==> config.mk <==
export PLATFORM = sky130hd
export DESIGN_NAME = relax_engine_flat
export DESIGN_NICKNAME = d
export VERILOG_FILES = /design/src/rtl/relax_if.sv /design/src/rtl/relax_engine.sv /design/src/flat_wrapper.sv
export SDC_FILE = /design/constraint.sdc
export NUM_CORES = 1
export LEC_CHECK = 0
export CAP_MARGIN = 25
export CORE_MARGIN = 2
export CORE_UTILIZATION = 47
export DETAILED_ROUTE_END_ITERATION = 16
export GPL_TIMING_DRIVEN = 0
export PLACE_DENSITY = 0.79
export SLEW_MARGIN = 20
export SYNTH_ARGS = -nofsm -noshare
export SYNTH_HDL_FRONTEND = slang
export SYNTH_SLANG_ARGS = --single-unit
==> constraint.sdc <==
create_clock -name i_clk -period 4.41 [get_ports i_clk]
set_input_delay 0.882 -clock i_clk [delete_from_list [all_inputs] [get_ports i_clk]]
set_output_delay 0.882 -clock i_clk [all_outputs]
set_load 0.01 [all_outputs]
==> src/rtl/relax_if.sv <==
// Bus bundle between the relaxation engine and its distance queue, adjacency
// store and controller; prefixes are from the engine's point of view.
interface relax_if #(
  parameter int MAX_NODES   = 8,
  parameter int INDEX_WIDTH = 3,
  parameter int VALUE_WIDTH = 8
);
  logic                     i_start;
  logic [INDEX_WIDTH-1:0]   i_source;
  logic [2*INDEX_WIDTH-1:0] o_adj_addr;
  logic [VALUE_WIDTH-1:0]   i_adj_weight;
  logic                     o_pq_init;
  logic                     o_pq_set_en;
  logic [INDEX_WIDTH-1:0]   o_pq_index;
  logic [VALUE_WIDTH-1:0]   o_pq_write_value;
  logic [VALUE_WIDTH-1:0]   i_pq_read_value;
  logic [INDEX_WIDTH-1:0]   i_pq_min_index;
  logic [VALUE_WIDTH-1:0]   i_pq_min_value;
  logic [MAX_NODES-1:0]     o_visited_vector;
  logic [INDEX_WIDTH-1:0]   i_pred_query;
  logic [INDEX_WIDTH-1:0]   o_pred_out;
  logic                     o_busy;
  logic                     o_done;

  modport master (
    input  i_start, i_source, i_adj_weight, i_pq_read_value,
           i_pq_min_index, i_pq_min_value, i_pred_query,
    output o_adj_addr, o_pq_init, o_pq_set_en, o_pq_index, o_pq_write_value,
           o_visited_vector, o_pred_out, o_busy, o_done
  );

  modport slave (
    output i_start, i_source, i_adj_weight, i_pq_read_value,
           i_pq_min_index, i_pq_min_value, i_pred_query,
    input  o_adj_addr, o_pq_init, o_pq_set_en, o_pq_index, o_pq_write_value,
           o_visited_vector, o_pred_out, o_busy, o_done
  );
endinterface

==> src/rtl/relax_engine.sv <==
// Dijkstra edge-relaxation controller: selects the nearest unvisited node from
// an external distance queue and relaxes all its outgoing edges, one per two cycles.
module relax_engine #(
  parameter int MAX_NODES   = 8,
  parameter int INDEX_WIDTH = 3,
  parameter int VALUE_WIDTH = 8
) (
  input  logic     i_clk,
  input  logic     i_rst_n,
  relax_if.master  bus
);

  localparam logic [VALUE_WIDTH-1:0] INF      = {VALUE_WIDTH{1'b1}};
  localparam logic [VALUE_WIDTH:0]   INF_EXT  = {1'b0, {VALUE_WIDTH{1'b1}}};
  localparam logic [INDEX_WIDTH-1:0] LAST_IDX = INDEX_WIDTH'(MAX_NODES - 1);

  typedef enum logic [2:0] {
    S_IDLE   = 3'd0,
    S_INIT   = 3'd1,
    S_SELECT = 3'd2,
    S_ADDR   = 3'd3,
    S_RELAX  = 3'd4,
    S_DONE   = 3'd5
  } state_t;

  state_t                   r_state;
  state_t                   w_next_state;
  logic [INDEX_WIDTH-1:0]   r_src;
  logic [INDEX_WIDTH-1:0]   r_u;
  logic [VALUE_WIDTH-1:0]   r_du;
  logic [INDEX_WIDTH-1:0]   r_v;
  logic [MAX_NODES-1:0]     r_visited;
  logic [INDEX_WIDTH-1:0]   r_pred [MAX_NODES];
  logic                     r_busy;
  logic                     r_done;

  logic [2*INDEX_WIDTH-1:0] w_adj_addr;
  logic                     w_pq_init;
  logic                     w_pq_set_en;
  logic [INDEX_WIDTH-1:0]   w_pq_index;
  logic [VALUE_WIDTH-1:0]   w_pq_write_value;
  logic [VALUE_WIDTH:0]     w_sum;
  logic                     w_relax_ok;

  // State register and status flags derived from the next state
  always_ff @(posedge i_clk or negedge i_rst_n) begin
    if (!i_rst_n) begin
      r_state <= S_IDLE;
      r_busy  <= 1'b0;
      r_done  <= 1'b0;
    end else begin
      r_state <= w_next_state;
      r_busy  <= (w_next_state == S_INIT) || (w_next_state == S_SELECT) ||
                 (w_next_state == S_ADDR) || (w_next_state == S_RELAX);
      r_done  <= (w_next_state == S_DONE);
    end
  end

  // Next-state and queue/adjacency strobes
  always_comb begin
    w_next_state     = r_state;
    w_adj_addr       = '0;
    w_pq_init        = 1'b0;
    w_pq_set_en      = 1'b0;
    w_pq_index       = '0;
    w_pq_write_value = '0;
    // Sum carries one extra bit so a wrapped addition can never look shorter
    w_sum            = {1'b0, r_du} + {1'b0, bus.i_adj_weight};
    w_relax_ok       = !r_visited[r_v] && (bus.i_adj_weight != INF) &&
                       (w_sum < INF_EXT) && (w_sum < {1'b0, bus.i_pq_read_value});
    case (r_state)
      S_IDLE, S_DONE: begin
        if (bus.i_start) begin
          w_next_state = S_INIT;
        end else begin
          w_next_state = r_state;
        end
      end
      S_INIT: begin
        w_pq_init    = 1'b1;
        w_pq_index   = r_src;
        w_next_state = S_SELECT;
      end
      S_SELECT: begin
        if ((&r_visited) || (bus.i_pq_min_value == INF)) begin
          w_next_state = S_DONE;
        end else begin
          w_next_state = S_ADDR;
        end
      end
      S_ADDR: begin
        w_adj_addr   = {r_u, r_v};
        w_next_state = S_RELAX;
      end
      S_RELAX: begin
        w_pq_index = r_v;
        if (w_relax_ok) begin
          w_pq_set_en      = 1'b1;
          w_pq_write_value = w_sum[VALUE_WIDTH-1:0];
        end else begin
          w_pq_set_en      = 1'b0;
        end
        if (r_v == LAST_IDX) begin
          w_next_state = S_SELECT;
        end else begin
          w_next_state = S_ADDR;
        end
      end
      default: begin
        w_next_state = S_IDLE;
      end
    endcase
  end

  // Datapath: source latch, selected node, edge cursor, visited and predecessor table
  always_ff @(posedge i_clk or negedge i_rst_n) begin
    if (!i_rst_n) begin
      r_src     <= '0;
      r_u       <= '0;
      r_du      <= '0;
      r_v       <= '0;
      r_visited <= '0;
      for (int i = 0; i < MAX_NODES; i++) begin
        r_pred[i] <= INDEX_WIDTH'(i);
      end
    end else begin
      case (r_state)
        S_IDLE, S_DONE: begin
          if (bus.i_start) begin
            r_src <= bus.i_source;
          end
        end
        S_INIT: begin
          r_visited <= '0;
          for (int i = 0; i < MAX_NODES; i++) begin
            r_pred[i] <= INDEX_WIDTH'(i);
          end
        end
        S_SELECT: begin
          if (w_next_state == S_ADDR) begin
            r_u                           <= bus.i_pq_min_index;
            r_du                          <= bus.i_pq_min_value;
            r_visited[bus.i_pq_min_index] <= 1'b1;
            r_v                           <= '0;
          end
        end
        S_RELAX: begin
          if (w_relax_ok) begin
            r_pred[r_v] <= r_u;
          end
          if (r_v != LAST_IDX) begin
            r_v <= r_v + INDEX_WIDTH'(1'b1);
          end
        end
        default: begin
        end
      endcase
    end
  end

  assign bus.o_adj_addr       = w_adj_addr;
  assign bus.o_pq_init        = w_pq_init;
  assign bus.o_pq_set_en      = w_pq_set_en;
  assign bus.o_pq_index       = w_pq_index;
  assign bus.o_pq_write_value = w_pq_write_value;
  assign bus.o_visited_vector = r_visited;
  assign bus.o_pred_out       = r_pred[bus.i_pred_query];
  assign bus.o_busy           = r_busy;
  assign bus.o_done           = r_done;

endmodule

==> src/flat_wrapper.sv <==
// flat-port wrapper written by rule: the top's interface ports become plain ports
module relax_engine_flat 
#(
  parameter int MAX_NODES   = 8,
  parameter int INDEX_WIDTH = 3,
  parameter int VALUE_WIDTH = 8
)
  (i_clk, i_rst_n, bus_i_start, bus_i_source, bus_i_adj_weight, bus_i_pq_read_value, bus_i_pq_min_index, bus_i_pq_min_value, bus_i_pred_query, bus_o_adj_addr, bus_o_pq_init, bus_o_pq_set_en, bus_o_pq_index, bus_o_pq_write_value, bus_o_visited_vector, bus_o_pred_out, bus_o_busy, bus_o_done);
  relax_if #(.MAX_NODES(MAX_NODES), .INDEX_WIDTH(INDEX_WIDTH), .VALUE_WIDTH(VALUE_WIDTH)) bus_i ();
  input  logic i_clk;
  input  logic i_rst_n;
  input wire logic [$bits(bus_i.i_start)-1:0] bus_i_start;
  input wire logic [$bits(bus_i.i_source)-1:0] bus_i_source;
  input wire logic [$bits(bus_i.i_adj_weight)-1:0] bus_i_adj_weight;
  input wire logic [$bits(bus_i.i_pq_read_value)-1:0] bus_i_pq_read_value;
  input wire logic [$bits(bus_i.i_pq_min_index)-1:0] bus_i_pq_min_index;
  input wire logic [$bits(bus_i.i_pq_min_value)-1:0] bus_i_pq_min_value;
  input wire logic [$bits(bus_i.i_pred_query)-1:0] bus_i_pred_query;
  output wire logic [$bits(bus_i.o_adj_addr)-1:0] bus_o_adj_addr;
  output wire logic [$bits(bus_i.o_pq_init)-1:0] bus_o_pq_init;
  output wire logic [$bits(bus_i.o_pq_set_en)-1:0] bus_o_pq_set_en;
  output wire logic [$bits(bus_i.o_pq_index)-1:0] bus_o_pq_index;
  output wire logic [$bits(bus_i.o_pq_write_value)-1:0] bus_o_pq_write_value;
  output wire logic [$bits(bus_i.o_visited_vector)-1:0] bus_o_visited_vector;
  output wire logic [$bits(bus_i.o_pred_out)-1:0] bus_o_pred_out;
  output wire logic [$bits(bus_i.o_busy)-1:0] bus_o_busy;
  output wire logic [$bits(bus_i.o_done)-1:0] bus_o_done;
  assign bus_i.i_start = bus_i_start;
  assign bus_i.i_source = bus_i_source;
  assign bus_i.i_adj_weight = bus_i_adj_weight;
  assign bus_i.i_pq_read_value = bus_i_pq_read_value;
  assign bus_i.i_pq_min_index = bus_i_pq_min_index;
  assign bus_i.i_pq_min_value = bus_i_pq_min_value;
  assign bus_i.i_pred_query = bus_i_pred_query;
  assign bus_o_adj_addr = bus_i.o_adj_addr;
  assign bus_o_pq_init = bus_i.o_pq_init;
  assign bus_o_pq_set_en = bus_i.o_pq_set_en;
  assign bus_o_pq_index = bus_i.o_pq_index;
  assign bus_o_pq_write_value = bus_i.o_pq_write_value;
  assign bus_o_visited_vector = bus_i.o_visited_vector;
  assign bus_o_pred_out = bus_i.o_pred_out;
  assign bus_o_busy = bus_i.o_busy;
  assign bus_o_done = bus_i.o_done;
  relax_engine #(.MAX_NODES(MAX_NODES), .INDEX_WIDTH(INDEX_WIDTH), .VALUE_WIDTH(VALUE_WIDTH)) u_core (.i_clk(i_clk), .i_rst_n(i_rst_n), .bus(bus_i));
endmodule
* Word-level counts from Yosys, hierarchy flattened
Cells that the tools add are included.
W data, S select, Z words.
** Storage, ports and cells
- Register bits :: 54
- Output and inout port bits :: 32
** Operators by class
- Add/sub/neg operators :: 2
- Order comparisons :: 8
- Eq/ne operators :: 17
- Multiplexer cells :: 28
- Bitwise logic cells :: 3
- Reduce and logical (&&, ||, !) cells :: 21
** Operators by type and width (number)
- $pmux W24 S2 :: 1
- $bwmux W24 :: 1
- $mux W24 :: 1
- $mux W8 :: 3
- $mux W3 :: 7
- $pmux W8 S2 :: 1
- $eq A3 B3 Y1 const B :: 5
- $pmux W3 S5 :: 1
- $eq A3 B2 Y1 const B :: 4
- $pmux W3 S2 :: 2
- $add A8 B8 Y9 :: 1
- $bmux W3 S3 :: 1
- $demux W3 S3 :: 1
- $lt A9 B8 Y1 :: 1
- $lt A9 B8 Y1 const B :: 1
- $eq A8 B8 Y1 const B :: 1
- $ge A4 B4 Y1 const B :: 2
- $lt A3 B4 Y1 const B :: 2
- $ne A8 B8 Y1 const B :: 1
- $not A3 Y4 :: 2
- $or A8 B8 Y8 :: 1
- $reduce_and A2 Y1 :: 4
- $reduce_and A8 Y1 :: 1
- $eq A3 B1 Y1 const B :: 2
- other kinds (16) :: 32

* Longest topological paths before layout
- Depth in word-level cells :: 8
- Depth in mapped cells :: 17
- Depth with buffers taken out :: 16

* Least setup slack after synthesis
No wires, ideal clock.
- Path kind :: input port to output port
- Start :: input bus_i_adj_weight[3]
- End :: output bus_o_pq_write_value[1]
- Data arrival time :: 3.613 ns
- Data required time :: 3.528 ns
- Setup slack :: -0.085 ns
- Cell stages on the path :: 14
- Cell sequence :: ha_1 -> a21o_1 -> a211oi_1 -> a211oi_1 -> nor3_1 -> inv_1 -> ha_1 -> a211oi_1 -> o211ai_1 -> a211o_1 -> a311oi_2 -> o41ai_2 -> buf_2 -> nor2_1
** On the way
- Cells in the longest elaborated chain, start to end :: 6
- Elaborated cells on any way between the ends :: 9
- Classes of those cells :: add/sub (1); order compare (2); eq/ne (1); mux (2); reduce/logical (3)
** RTL lines
- start, declared :: line flat_wrapper.sv:14 : input wire logic [$bits(bus_i.i_adj_weight)-1:0] bus_i_adj_weight;
- $add A8 B8 Y9 / $ne A8 B8 Y1 (equally long branches) :: line relax_engine.sv:68, relax_engine.sv:69
- $lt A9 B8 Y1 / $logic_and A1 B1 Y1 (equally long branches) :: line relax_engine.sv:70, relax_engine.sv:69
- $logic_and A1 B1 Y1 :: line relax_engine.sv:69 : w_relax_ok = !r_visited[r_v] && (bus.i_adj_weight != INF) &&
- $logic_and A1 B1 Y1 * :: line relax_engine.sv:70 : (w_sum < INF_EXT) && (w_sum < {1'b0, bus.i_pq_read_value});
- $mux W8 * :: line relax_engine.sv:97 : if (w_relax_ok) begin
- $mux W8 * :: line relax_engine.sv:71 : case (r_state)
- end, declared :: line flat_wrapper.sv:23 : output wire logic [$bits(bus_i.o_pq_write_value)-1:0] bus_o_pq_write_value;
Mark *: on every way between the ends. The rest lies on a longest branch, timed or not.

* Final worst setup path
- Start :: input bus_i_adj_weight[1]
- End :: output bus_o_pq_write_value[1]
** On the way
- Cells in the longest elaborated chain, start to end :: 6
- Elaborated cells on any way between the ends :: 9
- Classes of those cells :: add/sub (1); order compare (2); eq/ne (1); mux (2); reduce/logical (3)
** RTL lines (line)
- $add A8 B8 Y9 / $ne A8 B8 Y1 (equally long branches) :: relax_engine.sv:68, relax_engine.sv:69
- $lt A9 B8 Y1 / $logic_and A1 B1 Y1 (equally long branches) :: relax_engine.sv:70, relax_engine.sv:69
- $logic_and A1 B1 Y1 :: relax_engine.sv:69
- $logic_and A1 B1 Y1 :: relax_engine.sv:70
- $mux W8 * :: relax_engine.sv:97
- $mux W8 * :: relax_engine.sv:71
Marked as above.

==> metrics <==
status finished with violations; failing checks setup timing; final WL 9664 um; Syn. warnings 0; Seq cells post-synth 54; Final WS setup -193.3 ps; vias in the first global route 3,171; Die Area 0.007701 mm2; Num CTS Buffers 5; ys flop type dfrtp_1; WHS 480.7 ps; WL met1 3946 um; port buffer count 66; Critical Path AT 3720 ps; die height 87.76 um; post-synthesis sequential area ratio 0.4144; n_diodes 0; Max Clock Skew 10.64 ps; worst-path fanout max 7; metal3 WL 555 um; Final min period 4603 ps; Iteration-0 DRC Markers 250; number of synthesized flops with an enable pin 0; Syn Inst Count 333; global-route wire length before repair 15,480 um; Via density 5.979; mapped cell area 0.003297 mm2; CTS tree done; DRC 0; Power Dens Cells 646.0 mW/mm2; met2 WL 4939 um; worst slew pin tran 693.9 ps; via count 3,121; Avg WL per Cell 18.51 um; CTS clk-pin slew, worst paths 100 ps; Critical Path Sink Type output port; fin util 0.6661; VDD IR-drop max 0.0004363 V; CTS sink count 54; Syn Area/Cell 9.901 um2; Site Rows 30; # IOs 68; DRT Pass-1 Iters 5; Slew HR 0.5309; Mapped Nets 387; Area growth, synth to finish 37.27%; Final Hold Viols 0; max-slew violations 0; grt ovf 0; max layer used met4; final instance area 0.004526 mm2; Total GRT Usage 0.2586; largest net degree at the start of global routing 55; Async SR Flop Fraction 1.000; ANT nets after route 0; MaxCap Viol Count 0; Hold WC Path Type register to register; FMAX 217.2 MHz; Crit path required time 3530 ps; nets 479; Die X 87.76 um; core area 0.006794 mm2; Area after DPL 0.004085 mm2; RD Place Congestion 0.9168; final setup vio count 9; RSZ-0062 raised after global routing yes; cts hold-fix bufs 0; Tcrit/Tclk final 1.044; Crit Path Class input port to output port; Root Driver clkbuf_8; Initial Util 0.4853; initial antenna violation count 0; Clock Latency Late Sink 320 ps; DP Wirelength 6682 um; clock tree buffer depth 2; LEAKAGE 1.894 nW; synth unique cells 53; H-tree Lvls 2; fraction of layout cells with a size suffix above 1 0.2676; crit path launch type input port
==> routing by layer <==
metal	up-vias	GRT usage
met5	-	0
met2	137	0.4490
met1	1542	0.3289
met4	0	0.08811
li1	1419	-
met3	23	0.04053
==> where the power goes <==
group	internal, mW	switching, mW	leakage (nW)
Sequential	0.637	0.139	0.671
Combinational	0.789	0.950	1.15
Clock	0.242	0.166	0.0714
==> sequential cells by signal (all words and copies together) (netlist names) <==
name,cells
u_core.r_src,3
u_core.r_v,3
u_core.r_du,8
u_core.bus.o_visited_vector,8
u_core.bus.o_done,1
u_core.r_state,3
u_core.r_pred,24
u_core.r_u,3
u_core.bus.o_busy,1
==> cells in the final DEF, fill, tap and decap left out, drive strengths merged, types with 3 or more instances in the layout <==
cell type,Yosys,layout
a21oi,15,15
nand2b,3,3
nor2,27,27
o32a,10,10
and3,4,4
inv,30,30
nor3,6,6
clkdlybuf4s50,0,48
dfstp,12,12
mux2,15,15
nor2b,3,3
dfrtp,42,42
mux4,6,6
o21ai,17,17
o22ai,3,3
nand4,9,9
a31oi,7,7
dlygate4sd2,0,3
nand3b,3,3
and2,9,9
a22o,3,3
buf,9,43
a211oi,6,6
a32o,9,9
nand3,5,5
or3,4,4
nand2,16,16
ha,17,17
clkbuf,9,15
o211ai,4,4
==> worst paths after layout <==
check | cells past startpoint | endpoint | slack (ps) | startpoint
setup / recovery | 16 | bus_o_pq_write_value[1] | -190 | bus_i_adj_weight[1]
min in group asynchronous | 1 | u_core.r_pred[7] | 590 | i_rst_n
hold reg to reg | 2 | u_core.r_pred[18] | 480 | u_core.r_pred[18]
max in group asynchronous | 1 | u_core.bus.o_visited_vector[0] | 3360 | i_rst_n
setup reg to reg | 18 | u_core.r_pred[15] | 380 | u_core.r_du[1]
hold / removal | 2 | u_core.r_pred[18] | 480 | u_core.r_pred[18]
==> through the flow <==
step | setup WS, ps | power (mW) | std cells | TNS [ps]
floorplan | -11.74 | 1.680 | 333 | -58.69
detailed placement | -1533 | 2.178 | 496 | -27870
global placement | -1454 | 2.124 | 495 | -24240
CTS | -237.1 | 2.808 | 518 | -1467
finish | -193.3 | 2.924 | 522 | -1346
global route | -299.1 | 3.103 | 522 | -2311
==> cell families (layout without fill, tap and decap cells) <==
group                    Yosys count  after routing  synth area share
AO/OA/AOI/OAI                     93             93            0.2080
AND/OR/NAND/NOR                   93             93            0.1435
flip-flops                        54             54            0.4144
buffers and inverters             49            142           0.05730
multiplexers                      23             23           0.09829
adder cells (fa/ha/maj)           18             18           0.07059
XOR/XNOR                           3              3          0.007971
==> repair_timing <==
item | 4_1_cts | 5_1_grt
pin swaps | 24 | 6
resized for setup | 101 | 7
gates cloned | 0 | 0
endpoints found under the setup margin | 33 | 9
setup buffers | 15 | 5
==> worst max-delay path, cell delays in order <==
cell,delay [ps]
buf_8,100
ha_4,270
a21o_1,170
nand4_1,170
and3_4,200
nor3_4,220
inv_1,70
ha_2,190
a211oi_2,170
o211ai_1,140
a211o_1,300
a311oi_2,240
o41ai_2,140
buf_4,190
nor2_1,110
buf_2,140
==> cell type report <==
| type | count | area, um2 |
|---|---|---|
| tap | 96 | 120.1 |
| inverter | 31 | 116.4 |
| clock inverter | 2 | 60.06 |
| multi-input combinational | 230 | 1928 |
| timing repair buffer | 86 | 784.5 |
| clock buffer | 6 | 82.58 |
| fill | 528 | 2268 |
| buffer | 17 | 67.56 |
| sequential | 54 | 1366 |
==> synthesized netlist by cell type (2+ instances only) <==
library cell | number | area, um2
a211oi_1 | 6 | 45.04
a21o_1 | 2 | 15.01
a21oi_1 | 15 | 75.07
a22o_1 | 3 | 26.28
a31oi_1 | 7 | 43.79
a32o_1 | 9 | 90.09
a32oi_1 | 2 | 17.52
a41oi_1 | 2 | 17.52
and2_1 | 9 | 56.30
and3_1 | 4 | 25.02
buf_1 | 5 | 18.77
buf_2 | 4 | 20.02
clkbuf_1 | 9 | 33.78
dfrtp_1 | 42 | 1051
dfstp_2 | 12 | 315.3
ha_1 | 17 | 212.7
inv_1 | 29 | 108.9
mux2_2 | 15 | 168.9
mux2i_1 | 2 | 20.02
mux4_2 | 6 | 135.1
nand2_1 | 16 | 60.06
nand2b_1 | 3 | 18.77
nand3_1 | 5 | 25.02
nand3b_1 | 3 | 22.52
nand4_1 | 9 | 56.30
nor2_1 | 27 | 101.4
nor2b_1 | 3 | 18.77
nor3_1 | 6 | 30.03
o211ai_1 | 4 | 30.03
o21a_1 | 2 | 15.01
o21ai_0 | 14 | 70.07
o21ai_1 | 3 | 15.01
o22ai_1 | 3 | 18.77
o31ai_1 | 2 | 15.01
o32a_1 | 10 | 100.1
o32ai_1 | 2 | 17.52
or3_1 | 4 | 25.02
xor2_1 | 2 | 17.52
Note: power is estimated with default switching activity, not from simulation.
